===== config.mk =====
export PLATFORM = sky130hd
export DESIGN_NAME = p405s_icu_fetch_addr_ctl_flat
export DESIGN_NICKNAME = d
export VERILOG_FILES = /design/src/rtl/p405s_icu_pkg.sv /design/src/rtl/p405s_icu_fetch_addr_ctl_if.sv /design/src/rtl/p405s_icu_fetch_addr_sel.sv /design/src/rtl/p405s_icu_fetch_addr_ctl.sv /design/src/flat_wrapper.sv
export SDC_FILE = /design/constraint.sdc
export NUM_CORES = 1
export LEC_CHECK = 0
export ABC_AREA = 1
export CORE_ASPECT_RATIO = 1.25
export CORE_MARGIN = 10
export CORE_UTILIZATION = 35
export CTS_CLUSTER_SIZE = 28
export DETAILED_ROUTE_END_ITERATION = 10
export PLACE_DENSITY = 0.65
export SLEW_MARGIN = 20
export SYNTH_ARGS = -nofsm -noshare
export SYNTH_HDL_FRONTEND = slang
export SYNTH_HIERARCHICAL = 1
export SYNTH_SLANG_ARGS = --single-unit

===== constraint.sdc =====
create_clock -name CB -period 2.02 [get_ports CB]
set_input_delay 0.202 -clock CB [delete_from_list [all_inputs] [get_ports CB]]
set_output_delay 0.202 -clock CB [all_outputs]
set_load 0.02 [all_outputs]

===== src/rtl/p405s_icu_pkg.sv =====
// Shared types and constants for the ICU fetch-address controller and its address mux.
package p405s_icu_pkg;

    typedef enum logic [1:0] {
        RUN     = 2'd0,
        REQ     = 2'd1,
        FILL    = 2'd2,
        RESTART = 2'd3
    } fetch_state_t;

    localparam logic [0:31] FETCH_INC  = 32'd8;
    localparam int          FILL_BEATS = 4;
    localparam int          LINE_OFS_W = 5;
    localparam int          BEAT_CNT_W = $clog2(FILL_BEATS);

    function automatic logic [0:31] line_align(input logic [0:31] addr);
        return {addr[0:31-LINE_OFS_W], {LINE_OFS_W{1'b0}}};
    endfunction

endpackage


===== src/rtl/p405s_icu_fetch_addr_ctl_if.sv =====
// PLB-side line-fill handshake between the fetch-address controller and the bus unit.
interface p405s_icu_fetch_addr_ctl_if;

    logic        plbReq;
    logic [0:31] plbAddr;
    logic        plbAck;
    logic        fillBeatV;

    modport master (
        output plbReq,
        output plbAddr,
        input  plbAck,
        input  fillBeatV
    );

    modport slave (
        input  plbReq,
        input  plbAddr,
        output plbAck,
        output fillBeatV
    );

endinterface


===== src/rtl/p405s_icu_fetch_addr_sel.sv =====
// Priority mux choosing the next fetch address (regD) and its load enable (regE1).
module p405s_icu_fetch_addr_sel
    import p405s_icu_pkg::*;
#(
    parameter logic [0:31] RESET_VEC = 32'hFFFF_FFFC
) (
    input  logic         reset,
    input  fetch_state_t state,
    input  logic         hold,
    input  logic         flush_v,
    input  logic [0:31]  flush_addr,
    input  logic         br_v,
    input  logic [0:31]  br_addr,
    input  logic         miss_v,
    input  logic         ack,
    input  logic [0:31]  reg_l2,
    input  logic         pend_v,
    input  logic [0:31]  pend_addr,
    input  logic [0:31]  miss_addr,
    output logic [0:31]  reg_d,
    output logic         reg_e1
);

    logic        redirect;
    logic [0:31] redirect_addr;

    assign redirect      = flush_v | br_v;
    assign redirect_addr = flush_v ? flush_addr : br_addr;

    always_comb begin
        reg_d  = reg_l2;
        reg_e1 = 1'b0;
        if (reset) begin
            reg_d  = RESET_VEC;
            reg_e1 = 1'b1;
        end else begin
            case (state)
                RUN: begin
                    if (redirect) begin
                        reg_d  = redirect_addr;
                        reg_e1 = 1'b1;
                    end else if (!miss_v && !hold) begin
                        reg_d  = reg_l2 + FETCH_INC;
                        reg_e1 = 1'b1;
                    end
                end
                // An ack in the same cycle wins; the redirect is deferred as pending.
                REQ: begin
                    if (redirect && !ack) begin
                        reg_d  = redirect_addr;
                        reg_e1 = 1'b1;
                    end
                end
                FILL: begin
                    reg_e1 = 1'b0;
                end
                RESTART: begin
                    reg_e1 = 1'b1;
                    if (redirect)    reg_d = redirect_addr;
                    else if (pend_v) reg_d = pend_addr;
                    else             reg_d = miss_addr;
                end
                default: begin
                    reg_e1 = 1'b0;
                end
            endcase
        end
    end

endmodule


===== src/rtl/p405s_icu_fetch_addr_ctl.sv =====
// ICU fetch-address controller: drives the fetch register's D/E1 and sequences
// a line fill (request, FILL_BEATS beats, restart) after a cache miss.
module p405s_icu_fetch_addr_ctl
    import p405s_icu_pkg::*;
#(
    parameter logic [0:31] RESET_VEC = 32'hFFFF_FFFC
) (
    input  logic                               CB,
    input  logic                               reset,
    input  logic [0:31]                        regL2,
    output logic [0:31]                        regD,
    output logic                               regE1,
    input  logic                               hold,
    input  logic                               flushV,
    input  logic [0:31]                        flushAddr,
    input  logic                               brV,
    input  logic [0:31]                        brAddr,
    input  logic                               missV,
    p405s_icu_fetch_addr_ctl_if.master         plb,
    output logic                               fillBusy
);

    fetch_state_t          state;
    fetch_state_t          state_next;
    logic [BEAT_CNT_W-1:0] beat_cnt;
    logic                  pend_v;
    logic                  pend_flush;
    logic [0:31]           pend_addr;
    logic [0:31]           miss_addr;
    logic                  redirect;
    logic                  last_beat;
    logic                  take_miss;

    assign redirect  = flushV | brV;
    assign take_miss = (state == RUN) && !redirect && missV;
    // The beat arriving while the counter sits at FILL_BEATS-1 is the last of the line.
    assign last_beat = plb.fillBeatV && (beat_cnt == BEAT_CNT_W'(FILL_BEATS - 1));

    always_ff @(posedge CB) begin
        if (reset) state <= RUN;
        else       state <= state_next;
    end

    always_comb begin
        state_next = state;
        case (state)
            RUN:     if (take_miss) state_next = REQ;
            REQ: begin
                if (plb.plbAck)    state_next = FILL;
                else if (redirect) state_next = RUN;
            end
            FILL:    if (last_beat) state_next = RESTART;
            RESTART: state_next = RUN;
            default: state_next = RUN;
        endcase
    end

    always_ff @(posedge CB) begin
        if (reset) begin
            beat_cnt   <= '0;
            pend_v     <= 1'b0;
            pend_flush <= 1'b0;
            pend_addr  <= '0;
            miss_addr  <= '0;
        end else begin
            if (take_miss) miss_addr <= regL2;

            if (state == REQ && plb.plbAck)            beat_cnt <= '0;
            else if (state == FILL && plb.fillBeatV)   beat_cnt <= beat_cnt + 1'b1;

            // A held flush is never displaced by a later branch.
            if (state == RESTART) begin
                pend_v     <= 1'b0;
                pend_flush <= 1'b0;
            end else if ((state == REQ && plb.plbAck) || state == FILL) begin
                if (flushV) begin
                    pend_v     <= 1'b1;
                    pend_flush <= 1'b1;
                    pend_addr  <= flushAddr;
                end else if (brV && !(pend_v && pend_flush)) begin
                    pend_v     <= 1'b1;
                    pend_flush <= 1'b0;
                    pend_addr  <= brAddr;
                end
            end
        end
    end

    p405s_icu_fetch_addr_sel #(
        .RESET_VEC (RESET_VEC)
    ) u_sel (
        .reset      (reset),
        .state      (state),
        .hold       (hold),
        .flush_v    (flushV),
        .flush_addr (flushAddr),
        .br_v       (brV),
        .br_addr    (brAddr),
        .miss_v     (missV),
        .ack        (plb.plbAck),
        .reg_l2     (regL2),
        .pend_v     (pend_v),
        .pend_addr  (pend_addr),
        .miss_addr  (miss_addr),
        .reg_d      (regD),
        .reg_e1     (regE1)
    );

    assign plb.plbReq  = !reset && (state == REQ);
    assign plb.plbAddr = line_align(miss_addr);
    assign fillBusy    = !reset && (state != RUN);

endmodule


===== src/flat_wrapper.sv =====
// flat-port wrapper written by rule: the top's interface ports become plain ports
module p405s_icu_fetch_addr_ctl_flat import p405s_icu_pkg::*;
#(
    parameter logic [0:31] RESET_VEC = 32'hFFFF_FFFC
)
  (CB, reset, regL2, regD, regE1, hold, flushV, flushAddr, brV, brAddr, missV, fillBusy, plb_plbReq, plb_plbAddr, plb_plbAck, plb_fillBeatV);
  p405s_icu_fetch_addr_ctl_if plb_i ();
  input  logic CB;
  input  logic reset;
  input  logic [0:31] regL2;
  output logic [0:31] regD;
  output logic regE1;
  input  logic hold;
  input  logic flushV;
  input  logic [0:31] flushAddr;
  input  logic brV;
  input  logic [0:31] brAddr;
  input  logic missV;
  output logic fillBusy;
  output wire logic [$bits(plb_i.plbReq)-1:0] plb_plbReq;
  output wire logic [$bits(plb_i.plbAddr)-1:0] plb_plbAddr;
  input wire logic [$bits(plb_i.plbAck)-1:0] plb_plbAck;
  input wire logic [$bits(plb_i.fillBeatV)-1:0] plb_fillBeatV;
  assign plb_plbReq = plb_i.plbReq;
  assign plb_plbAddr = plb_i.plbAddr;
  assign plb_i.plbAck = plb_plbAck;
  assign plb_i.fillBeatV = plb_fillBeatV;
  p405s_icu_fetch_addr_ctl #(.RESET_VEC(RESET_VEC)) u_core (.CB(CB), .reset(reset), .regL2(regL2), .regD(regD), .regE1(regE1), .hold(hold), .flushV(flushV), .flushAddr(flushAddr), .brV(brV), .brAddr(brAddr), .missV(missV), .plb(plb_i), .fillBusy(fillBusy));
endmodule

Yosys cells after proc, flatten, opt, wreduce, memory -nomap -nowiden
Index checks and enable logic that the tools add are counted.
{"block": "word_totals", "output_inout_bits": 67, "inputBits": 104, "ramBits": 0, "latchBits": 0, "mem_bits_ro": 0, "elab_cells": 67, "memories": 0, "regBits": 70}
{"block": "op_classes", "mux": 24, "multipliers": 0, "eq_ne": 7, "reduce_logical": 26, "bitwise_logic": 2, "shifts": 0, "order_cmp": 0, "div_mod_pow": 0, "add_sub_neg": 2}
{"cell": "$mux W32", "n": 9}
{"cell": "$pmux W32 S3", "n": 1}
{"cell": "$add A32 B4 Y32 const B", "n": 1}
{"cell": "$logic_and A1 B1 Y1", "n": 11}
{"cell": "$mux W1", "n": 8}
{"cell": "$mux W2", "n": 4}
{"cell": "$pmux W2 S4", "n": 1}
{"cell": "$eq A2 B2 Y1 const B", "n": 3}
{"cell": "$logic_not A1 Y1", "n": 6}
{"cell": "$reduce_and A3 Y1", "n": 2}
{"cell": "$ne A2 B1 Y1 const B", "n": 2}
{"cell": "$pmux W1 S4", "n": 1}
{"cell": "$reduce_bool A2 Y1", "n": 2}
{"cell": "$reduce_or A2 Y1", "n": 2}
{"cell": "$ne A3 B2 Y1 const B", "n": 1}
{"cell": "$add A2 B1 Y2 const B", "n": 1}
{"cell": "$eq A2 B1 Y1 const B", "n": 1}
{"cell": "$logic_not A2 Y1", "n": 1}
{"cell": "$reduce_and A2 Y1", "n": 1}
{"cell": "$logic_or A1 B1 Y1", "n": 1}
{"cell": "$not A1 Y1", "n": 1}
{"cell": "$or A1 B1 Y1", "n": 1}

Logic depth before layout (Yosys ltp)
Gate-level depths: netlist (run 1).
{"block": "depth", "ltp_word": 6, "mapped_depth": 13, "mapped_depth_nobuf": 12}

By module
Netlist (run 1), hierarchy kept.
{"module": "p405s_icu_fetch_addr_ctl", "area_per_inst_um2": 3706.1, "instances": 1, "cells_each": 564, "seq_area_each_um2": 1401.3}
{"module": "p405s_icu_fetch_addr_sel", "area_per_inst_um2": 3091.7, "instances": 1, "cells_each": 658, "seq_area_each_um2": 0.0}

Worst setup path after synthesis (run 1)
OpenSTA, ideal clock, no wires.
{"block": "synth_path", "path_kind": "flip-flop to output port", "start": "register (tool-made name)", "end": "output port regD[29] (netlist name)", "path_buffers": 1, "arrival_ns": 1.583, "required_ns": 1.818, "path_stages_with_launch": 6, "setup_slack_ns": 0.235, "path_cell_list": "dfxtp_1 nand2_1 clkinv_2 nand2_1 buf_2 o311ai_1"}
{"element": "end, declared", "line": "flat_wrapper.sv:11", "rtl": "output logic [0:31] regD;"}

==> results.md, run 1 <==
* Multiplexer area fraction after synthesis at 0.0118
* Met2 WL at about 14000 um
* Post-layout nets at 1589
* Cell Pwr Density at approximately 540 nW/um^2
* Crit-path most repeated cell: buf_6
* Die Wd at 145 um
* Avg Inst Size Synth at around 5.6 um^2
* Most common cell after layout, fill and taps aside: nand2_1
* Cts bufs inserted at 9
* Largest net degree at the start of global routing at slightly below 50
* CTS tree: built
* Vias in the first global route at 8169
* Worst path cell trace: nand2_2, inv_4, buf_4, nand2_4, buf_6, a21oi_1, a31oi_1, o2111ai_2, buf_6
* Filler instances at 1941
* Clk sinks at 70
* Clock transition at path regs at 70 ps
* H-tree depth at 3
* Worst Setup End Kind: output port
* Max Fclk at 487 MHz
* Fraction of registers with async set/reset at 0
* WP data required at 1820 ps
* Final weighted congestion in routability-driven placement at 0.952
* Fin crit share at 1.02
* Top Metal Used: met4
* Simple-Gate Fraction of Synth Area at 0.452
* Vias at 8732
* Die Area at 25400 um^2
* Worst Setup Start Kind: register
* WL met3 at 2360 um
* Detail-routed via count per cell at ~5.1
* Post-synth cell types at 43
* Routed wire per std cell at ~18 um
* Wl on met1 at 13400 um
* Pre-antenna DRT Iters at 5
* Leakage power at 4.94 nW
* Worst min-delay path class: primary input to register
* First-pass GRT wire length at 45700 um
* Register area share after synthesis at 0.206
* Final hold viol count at 0
* CORE AREA at 18900 um^2
* EDFF count, synth at 0
* Remaining DRCs at 0
* Ys Warns at 6
* DR iter-0 viols at 696
* Peak VDD IR at 0.421 mV
* Worst path max stage delay at 370 ps
* Adder-Cell Fraction of Synth Area at 0.00368
* Most frequent cells in the layout: nand2_1 (322), nor2_1 (181), buf_4 (169), inv_1 (136), clkdlybuf4s50_1 (100)
* Slew Limit Fails at 0
* Failing checks: negative setup slack
* Critical path's top delay family: buffers and inverters
* I/O pins at 171
* Row count at 56
* Clk buf depth at 2
* Layout cells sized above 1 at 0.242
* Mapped cell area at between 6000 and 7000 um^2
* Compound-Gate Fraction of Synth Area at 0.142
* CP arrival at 1850 ps
* Slowest CP cell: dfxtp_4
* Die Y at 176 um
* Final antenna-violating net count at 0
* Endpoints failing setup at 7
* Main combinational cell family by area after synthesis: simple AND/OR/NAND/NOR gates
* Kind of critical path: register to output port
* RSZ-0062 raised after global routing: yes
* Overall routing resource usage at 0.228
* Reg2reg setup slack at 460 ps
* Final worst-path setup slack at -33.3 ps
* Initial antenna violation count at 0
* Seq cells post-synth at 70
* Max Fanout on Critical Path at 6
* Most used DFF post-synth: dfxtp_1
* Clock Skew at roughly 12 ps
* Initial Utilization at 0.359
* Final Total Pwr at 5.62 mW
* Total Negative Setup Slacks at -130 ps
* Port bufs at 165
* Total Wirelength at 30600 um
* CP bufs+invs at 4
* Area Overhead vs Synth at 52.3%
* Final Critical Period at 2050 ps
* Hpwl dp at 24100 um
* Cells after Synth at 1222
* Synth Area in XOR/XNOR at 0.00515
* Status: finished with violations
* CTS root buffer: clkbuf_16
* Clock latency on the worst-skew pair at 350 ps
* Max Cap Viol at 0
* GR Overflow Total at 0
[sequential cells by signal, indices dropped and copies added, names as in the netlist, named ones only]
signal and cells:
u_core/state 1, u_core/pend_addr 32, u_core/pend_flush 1, u_core/beat_cnt 2
u_core/pend_v 1, u_core/miss_addr 32
[synthesized netlist by cell type, types with 7 or more instances]
cell | count | area share
nand3b_1 | 8 | 0.0088
mux2i_1 | 8 | 0.012
nor3_1 | 10 | 0.0074
o21ai_1 | 9 | 0.0066
buf_6 | 12 | 0.020
nor2_2 | 9 | 0.0083
o22ai_1 | 7 | 0.0064
nand2_1 | 338 | 0.19
nor2_1 | 201 | 0.11
nand4_1 | 42 | 0.039
buf_4 | 40 | 0.044
nand3_1 | 87 | 0.064
o21ai_0 | 58 | 0.043
o211ai_1 | 12 | 0.013
clkbuf_1 | 19 | 0.010
dfxtp_1 | 70 | 0.21
o221ai_1 | 9 | 0.012
a21oi_1 | 57 | 0.042
inv_1 | 143 | 0.079
or2_2 | 10 | 0.0092
buf_2 | 25 | 0.018
[through the flow]
step	util	hold slack (ps)	cells	cell area, um^2	setup WS [ps]
2_1_floorplan	-	364	1226	6810	235
3_3_place_gp	0.500	448	1693	9450	-868
3_5_place_dp	0.500	454	1693	9450	-887
4_1_cts	0.524	308	1715	9900	-26.8
5_1_grt	0.547	207	1720	10400	-136
6_report	0.547	196	1721	10400	-33.3
[where the power goes]
group          internal [mW]  switching [mW]
Sequential              1.47          0.0793
Combinational          0.977            1.29
Clock                   1.10           0.703
Total                   3.55            2.07
[final timing paths]
path | start | end | depth (start not counted)
max reg2reg | u_core/state[0] | u_core/state[0] | 8
max | register | regD[27] | 9
min | regL2[25] | u_core/miss_addr[25] | 3
min reg2reg | u_core/pend_flush | u_core/pend_flush | 2
[repair_timing]
item                                    CTS  global route
resized for setup                       230           132
endpoints found under the setup margin   34            34
hold buffers                              0             0
gates cloned                              0             2
buffers inserted                          6             3
pin swaps                                27            25
[area by class of cell]
class                      instances  area [um^2]  share of cell area
tap                              232          290              0.0280
timing repair buffer             344         3100               0.300
clock inverter                     7          105              0.0101
multi-input combinational        905         4630               0.447
inverter                         153          589              0.0569
sequential                        70         1410               0.136
antenna                            1         2.50            0.000242
clock buffer                       9          225              0.0217
[metal layers]
layer,up-vias,GRT usage
met2,355,0.362
li1,4388,-
met3,46,0.0362
met4,0,0.0764
met5,-,0
met1,3943,0.306
[logic make-up after synthesis]
group,Yosys count
buffers and inverters,251
DFF,70
adders and majority gates,2
xor gates and xnor gates,4
AOI/OAI and AO/OA,168
other,1
muxes,8
and+or+nand+nor,718
[worst reg2reg max path: cells and delay by family, from the launching register on]
kind	cells	cell delay (ps)
buffers and inverters	3	630
flip-flops	1	370
AND/OR/NAND/NOR	5	510
Power figures use the tool's default switching activity.
==> run 2: changes to the inputs <==
--- a/config.mk
+++ b/config.mk
@@ -6,12 +6,14 @@
 export NUM_CORES = 1
 export LEC_CHECK = 0
 export ABC_AREA = 1
+export CELL_PAD_IN_SITES_DETAIL_PLACEMENT = 2
+export CELL_PAD_IN_SITES_GLOBAL_PLACEMENT = 2
 export CORE_ASPECT_RATIO = 1.25
 export CORE_MARGIN = 10
-export CORE_UTILIZATION = 35
+export CORE_UTILIZATION = 25
 export CTS_CLUSTER_SIZE = 28
 export DETAILED_ROUTE_END_ITERATION = 10
-export PLACE_DENSITY = 0.65
+export PLACE_DENSITY = 0.87
 export SLEW_MARGIN = 20
 export SYNTH_ARGS = -nofsm -noshare
 export SYNTH_HDL_FRONTEND = slang
==> run 2 against run 1 <==
Net effect: total power increased by 17%; critical endpoint is now regD[11]; highest routed layer unchanged; global-route usage increased by 7.7 points; cell area increased by 10%; maximum frequency decreased by 13%; sequential power increased by 3%; largest power group unchanged; via count increased by 28%; the run still ends with negative setup slack left; utilization decreased by 12 points; routed wire length increased by 100%; critical path depth increased by 2.
==> results.md, run 2 (synthesis gave the netlist of run 1 again) <==
* Total Negative Setup Slacks at -5890 ps (-5760 ps)
* Status: finished with violations
* Largest regs: u_core/miss_addr (32), u_core/pend_addr (32), u_core/beat_cnt (2)
* Remaining DRCs at 0 (unchanged)
* Pre-antenna DRT Iters at 5 (unchanged)
* Cell Pwr Density at 577 nW/um^2 (+6.4%)
* Most common cell after layout, fill and taps aside: nand2_1
* Fin crit share at 1.17 (+0.157)
* Placed cell areas at 9650 um^2 (+2.1%)
* Initial Utilization at 0.253 (-0.106)
* Row count at 67 (+20%)
* Min-Delay Path Depth at 3 (unchanged)
* Crit-path most repeated cell: nand2_1
* Reg2reg setup slack at -20 ps (-480 ps)
* Reg2reg path depth at 10 (+2)
* Filler instances at 3189 (+64%)
* Final hold viol count at 0 (unchanged)
* Worst Setup End Kind: output port
* Worst path cell trace: nand2_4, clkinv_4, nor2_4, o21ai_4, inv_6, a21oi_2, nor2_2, nand2_1, nand2_1, nand2_1, buf_6
* Layout cells sized above 1 at 0.310 (+0.0676)
* Slew Limit Fails at 0 (unchanged)
* Final worst-path setup slack at -350 ps (-316 ps)
* Worst Setup Start Kind: register
* Max Cap Viol at 0 (unchanged)
* Slowest CP cell: dfxtp_4
* H-tree depth at 3 (unchanged)
* Vias at 11200 (+28%)
* Top Metal Used: met4
* WP data required at 1820 ps (about the same)
* Final Cell Area at 11400 um^2 (+10%)
* Endpoints failing setup at 35 (+28)
* Final Critical Period at 2370 ps (+316 ps)
* Slew HR at 0.657
* Most frequent cells in the layout: nand2_1 (310), buf_4 (170), nor2_1 (165), inv_1 (130), clkdlybuf4s50_1 (98)
* GR Overflow Total at 0 (unchanged)
* Post-layout nets at 1613 (+1.5%)
* First-pass GRT wire length at 80500 um (+76%)
* Met2 WL at 29300 um (+110%)
* WL met3 at 5160 um (+120%)
* Multi-input gate area at 5160 um^2 (+12%)
* Overall routing resource usage at 0.305 (+0.0769)
* FF/Latch Area at 1410 um^2 (unchanged)
* I/O pins at 171 (unchanged)
* Worst min-delay path class: primary input to register
* Kind of critical path: register to output port
* CTS root buffer: clkbuf_16
* Final antenna-violating net count at 0 (unchanged)
* CTS tree: built
* CP arrival at 2170 ps (+320 ps)
* Peak VDD IR at 0.451 mV (+7.0%)
* Vias in the first global route at 11900 (+46%)
* Final Total Pwr at 6.60 mW (+17%)
* Max Fanout on Critical Path at 6 (unchanged)
* Cts bufs inserted at 9 (unchanged)
* Total Wirelength at 62400 um (+100%)
* Largest net degree at the start of global routing at 44 (-10%)
* Wl on met1 at 22500 um (+68%)
* Die Y at 204 um (+16%)
* Area Overhead vs Synth at 68.2%
* Initial antenna violation count at 3 (+3)
* Die Area at 34200 um^2 (+35%)
* DR iter-0 viols at 1294 (+86%)
* Hpwl dp at 33200 um (+38%)
* Clock transition at path regs at 70 ps (about the same)
* Failing checks: negative setup slack
* Port bufs at 165 (unchanged)
* Final weighted congestion in routability-driven placement at 0.890 (-6.6%)
* Clock latency on the worst-skew pair at 380 ps (+30 ps)
* Measured slew at the worst slew-check pin at 501 ps
* Clock Skew at 20.5 ps (+8.44 ps)
* Die Wd at 167 um (+16%)
* Routed wire per std cell at 33.5 um (+88%)
* Detail-routed via count per cell at 6.03 (+19%)
* Clk sinks at 70 (unchanged)
* Max Fclk at 422 MHz (-13%)
* RSZ-0062 raised after global routing: yes
* Leakage power at 5.21 nW (+5.5%)
* Clk buf depth at 2 (unchanged)
* CORE AREA at 26800 um^2 (+42%)
* Finished Core Util at 0.426 (-0.121)
* Hold slack at 302 ps (+106 ps)
* Worst path max stage delay at 400 ps (+30 ps)
## run 2: path summary, 6_finish.rpt
path,startpoint,end
worst max register to register,register,u_core/pend_addr[11]
worst min-delay path,reset,u_core/miss_addr[25]
worst min register to register,u_core/pend_addr[12],u_core/pend_addr[12]
worst max-delay path,u_core/state[0],regD[11]
## run 2: cell type report
type                       count  area share
multi-input combinational    905       0.452
timing repair buffer         368       0.306
sequential                    70       0.124
inverter                     153      0.0537
tap                          345      0.0378
clock buffer                  12      0.0224
clock inverter                 4     0.00394
antenna                        4    0.000876
## run 2: power breakdown
part / total, mW / internal [mW] / switching (mW)
clock network: 1.85 / 1.02 / 0.824
logic: 3.14 / 1.18 / 1.96
registers: 1.60 / 1.47 / 0.134
total: 6.60 / 3.68 / 2.92
## run 2: layer usage
layer / GRT usage / up-vias
li1: - / 4442
met1: 0.331 / 5536
met2: 0.519 / 887
met3: 0.0631 / 352
met4: 0.223 / 0
met5: 0 / -
## run 2: metrics by stage
| stage | setup WS, ps | instances |
|---|---|---|
| after floorplan | 235 | 1226 |
| after global placement | -870 | 1808 |
| after detailed placement | -888 | 1808 |
| after CTS | -133 | 1837 |
| after global routing | -344 | 1861 |
| final | -350 | 1861 |
## run 2: repair_timing
item,4_1_cts,5_1_grt
resized for setup,374,189
pin swaps,38,32
buffers inserted,11,20
endpoints found under the setup margin,35,35
hold buffers,0,0
cloned,3,1
## run 2: worst max-delay path, delay by kind of cell (launching register included)
kind | cells | cell delay (ps)
buf+inv | 3 | 360
simple gates | 6 | 860
compound gates | 2 | 180
flops | 1 | 400
==> run 3: changes to the inputs <==
--- a/config.mk
+++ b/config.mk
@@ -6,6 +6,7 @@
 export NUM_CORES = 1
 export LEC_CHECK = 0
 export ABC_AREA = 1
+export CAP_MARGIN = 20
 export CELL_PAD_IN_SITES_DETAIL_PLACEMENT = 2
 export CELL_PAD_IN_SITES_GLOBAL_PLACEMENT = 2
 export CORE_ASPECT_RATIO = 1.25
@@ -13,6 +14,7 @@
 export CORE_UTILIZATION = 25
 export CTS_CLUSTER_SIZE = 28
 export DETAILED_ROUTE_END_ITERATION = 10
+export GPL_TIMING_DRIVEN = 0
 export PLACE_DENSITY = 0.87
 export SLEW_MARGIN = 20
 export SYNTH_ARGS = -nofsm -noshare
==> run 3 against run 2 <==
Net effect: the flow still finishes with violations (negative setup slack); routed wire length shrank 8.8%; clock skew shrank 5.0 ps; global-route usage shrank 2.6 points; combinational power shrank 10%; via count shrank 4.2%; count of clock-buffer cells in the layout shrank 3; first-iteration DRC count shrank 0.23%; largest cell class unchanged.
==> results.md, run 3 (synthesis gave the netlist of run 1 again) <==
* Kind of critical path: primary input to output port
* Vias in the first global route at 11500 (-3.6%)
* Hold EP: u_core/miss_addr[28]
* CTS tree: built
* Final Total Pwr at 6.32 mW (-4.2%)
* Endpoints failing setup at 35 (unchanged)
* Largest regs: u_core/miss_addr (32), u_core/pend_addr (32), u_core/beat_cnt (2)
* Max Fclk at 389 MHz (-7.7%)
* Die Wd at 167 um (unchanged)
* Clock share of power at 0.302 (+0.022)
* Measured slew at the worst slew-check pin at 839 ps (+338 ps)
* Failing checks: negative setup slack
* CTS root buffer: clkbuf_16
* Peak VDD IR at 0.324 mV (-28%)
* Status: finished with violations
* Most frequent cells in the layout: nand2_1 (314), nor2_1 (175), inv_1 (133), clkdlybuf4s50_1 (96), buf_4 (90)
* Part of the power in registers at 0.251 (+0.008)
* Max Fanout on Critical Path at 7 (+1)
* CP arrival at 2370 ps (+200 ps)
* Max Cap Viol at 0 (unchanged)
* Min-Delay Path Depth at 3 (unchanged)
* RSZ-0062 raised after global routing: yes
* Post-layout nets at 1558 (-3.4%)
* Final weighted congestion in routability-driven placement at 0.899 (+1.1%)
* WP data required at 1820 ps (about the same)
* Final Cell Area at 10500 um^2 (-8.3%)
* Clock Skew at 15.5 ps (-5.01 ps)
* Clock latency on the worst-skew pair at 380 ps (about the same)
* Port bufs at 165 (unchanged)
* First-pass GRT wire length at 74100 um (-7.9%)
* Final antenna-violating net count at 0 (unchanged)
* Pre-antenna DRT Iters at 6 (+1)
* Total Wirelength at 56800 um (-8.8%)
* Cts bufs inserted at 9 (unchanged)
* Grt peak-use layer: met2
* Met3 Use GR at 0.0518 (-0.0114)
* Internal power at 3.56 mW (-3.2%)
* Clock transition at path regs at 70 ps (about the same)
* Remaining DRCs at 0 (unchanged)
* Hpwl dp at 32800 um (-1.4%)
* Initial antenna violation count at 1 (-2)
* Row count at 67 (unchanged)
* Reg2reg end: u_core/pend_addr[23]
* Reg2reg path depth at 10 (unchanged)
* Met1 GRT Util at 0.292 (-0.0384)
* I/O pins at 171 (unchanged)
* Detail-routed via count per cell at 5.96 (-1.1%)
* Overall routing resource usage at 0.279 (-0.0259)
* Slew Limit Fails at 0 (unchanged)
* CTS Hold Bufs at 0 (unchanged)
* Reg-to-Reg Start: u_core/state[0]
* Final Critical Period at 2570 ps (+199 ps)
* Sw frac at 0.437 (-0.00594)
* Final hold viol count at 0 (unchanged)
* Final worst-path setup slack at -548 ps (-199 ps)
* Slew HR at 0.441 (-0.216)
* Layout cells sized above 1 at 0.250 (-0.0595)
* GR Overflow Total at 0 (unchanged)
* Die Area at 34200 um^2 (unchanged)
* Worst min-delay path class: primary input to register
* DR iter-0 viols at 1291 (-0.23%)
* Leakage power at 4.77 nW (-8.4%)
* Vias at 10700 (-4.2%)
* Cell Pwr Density at 603 nW/um^2 (+4.5%)
* CORE AREA at 26800 um^2 (unchanged)
* Area Overhead vs Synth at 54.2%
* Clk buf depth at 2 (unchanged)
* Reg2reg setup slack at -20 ps (about the same)
* Hold_sp: regL2[28]
* Met2 GRT Util at 0.495 (-0.0236)
* Worst Setup Start Kind: primary input
* NetSw at 2.76 mW (-5.5%)
* Placed cell areas at 8900 um^2 (-7.8%)
* Most common cell after layout, fill and taps aside: nand2_1
* Largest net degree at the start of global routing at 13 (-70%)
* Initial Utilization at 0.253 (unchanged)
* Routed wire per std cell at 31.5 um (-5.9%)
* Die Y at 204 um (unchanged)
* H-tree depth at 3 (unchanged)
* Fin crit share at 1.27 (+0.0984)
* Setup WS pre-CTS at -1270 ps (-387 ps)
* Clk sinks at 70 (unchanged)
* Comb power frac at 0.446 (-0.031)
* Worst Setup End Kind: output port
[run 3: cell types whose count changed in the layout (fill, tap and decap cells not counted), sizes merged, moves of 3 or more]
cell,before,now
buf,238,165
diode,4,1
clkbuf,22,35
dlygate4sd2,16,6
clkdlybuf4s15,4,18
clkinvlp,0,3
[run 3: worst max-delay path by stage]
| stage | start | to | slack (ps) | cells past startpoint |
|---|---|---|---|---|
| after global routing | plb_plbAck | regD[22] | -460 | 12 |
| after detailed placement | flushV | regD[11] | -1270 | 15 |
| after global placement | flushV | regD[11] | -1250 | 15 |
| after CTS | u_core/state[0] | regD[11] | -200 | 11 |
| after floorplan | register | regD[29] | 230 | 5 |
| final | plb_plbAck | regD[22] | -550 | 12 |
[run 3: metal layers]
layer  up-vias  wire length [um]
li1       4332                 -
met1      5261             20100
met2       807             27100
met3       346              4460
met4         0              5190
met5         -                 0
[run 3: power groups by stage]
stage,combinational [mW],sequential (mW),clock [mW]
floorplan,1.11,1.54,0
global placement,2.00,1.57,0
detailed placement,2.06,1.58,0
CTS,2.31,1.56,1.76
global route,2.90,1.58,1.93
finish,2.82,1.59,1.91
[run 3: critical path: stages]
cell	delay, ps
clkdlybuf4s15_1	440
inv_1	170
nand2_4	180
inv_1	130
nand2_4	130
o21ai_4	150
buf_4	200
a21oi_4	150
nand2_1	90
o21ai_0	110
nand2_1	180
buf_6	210
[run 3: what timing repair did]
| item | in CTS | in global routing |
|---|---|---|
| pin swaps | 28 | 30 |
| setup buffers | 30 | 19 |
| gates cloned | 2 | 0 |
| resized for setup | 424 | 126 |
| setup endpoints to repair | 35 | 35 |
[run 3: metrics by stage]
stage / utilization / hold WS (ps) / instances / TNS (ps)
floorplan: - / 364 / 1226 / 0
global placement: 0.332 / 448 / 1736 / -36360
detailed placement: 0.332 / 462 / 1736 / -39100
finish: 0.391 / 209 / 1802 / -9290
global route: 0.391 / 221 / 1802 / -8940
CTS: 0.374 / 198 / 1783 / -1920
[run 3: area by class of cell]
cell class                 count  area (um^2)
antenna                        1         2.50
sequential                    70         1410
tap                          345          432
buffer                        97          850
clock inverter                 6         87.6
clock buffer                   9          225
multi-input combinational    905         4810
inverter                     153          603
fill                        3223        16300
timing repair buffer         216         2050
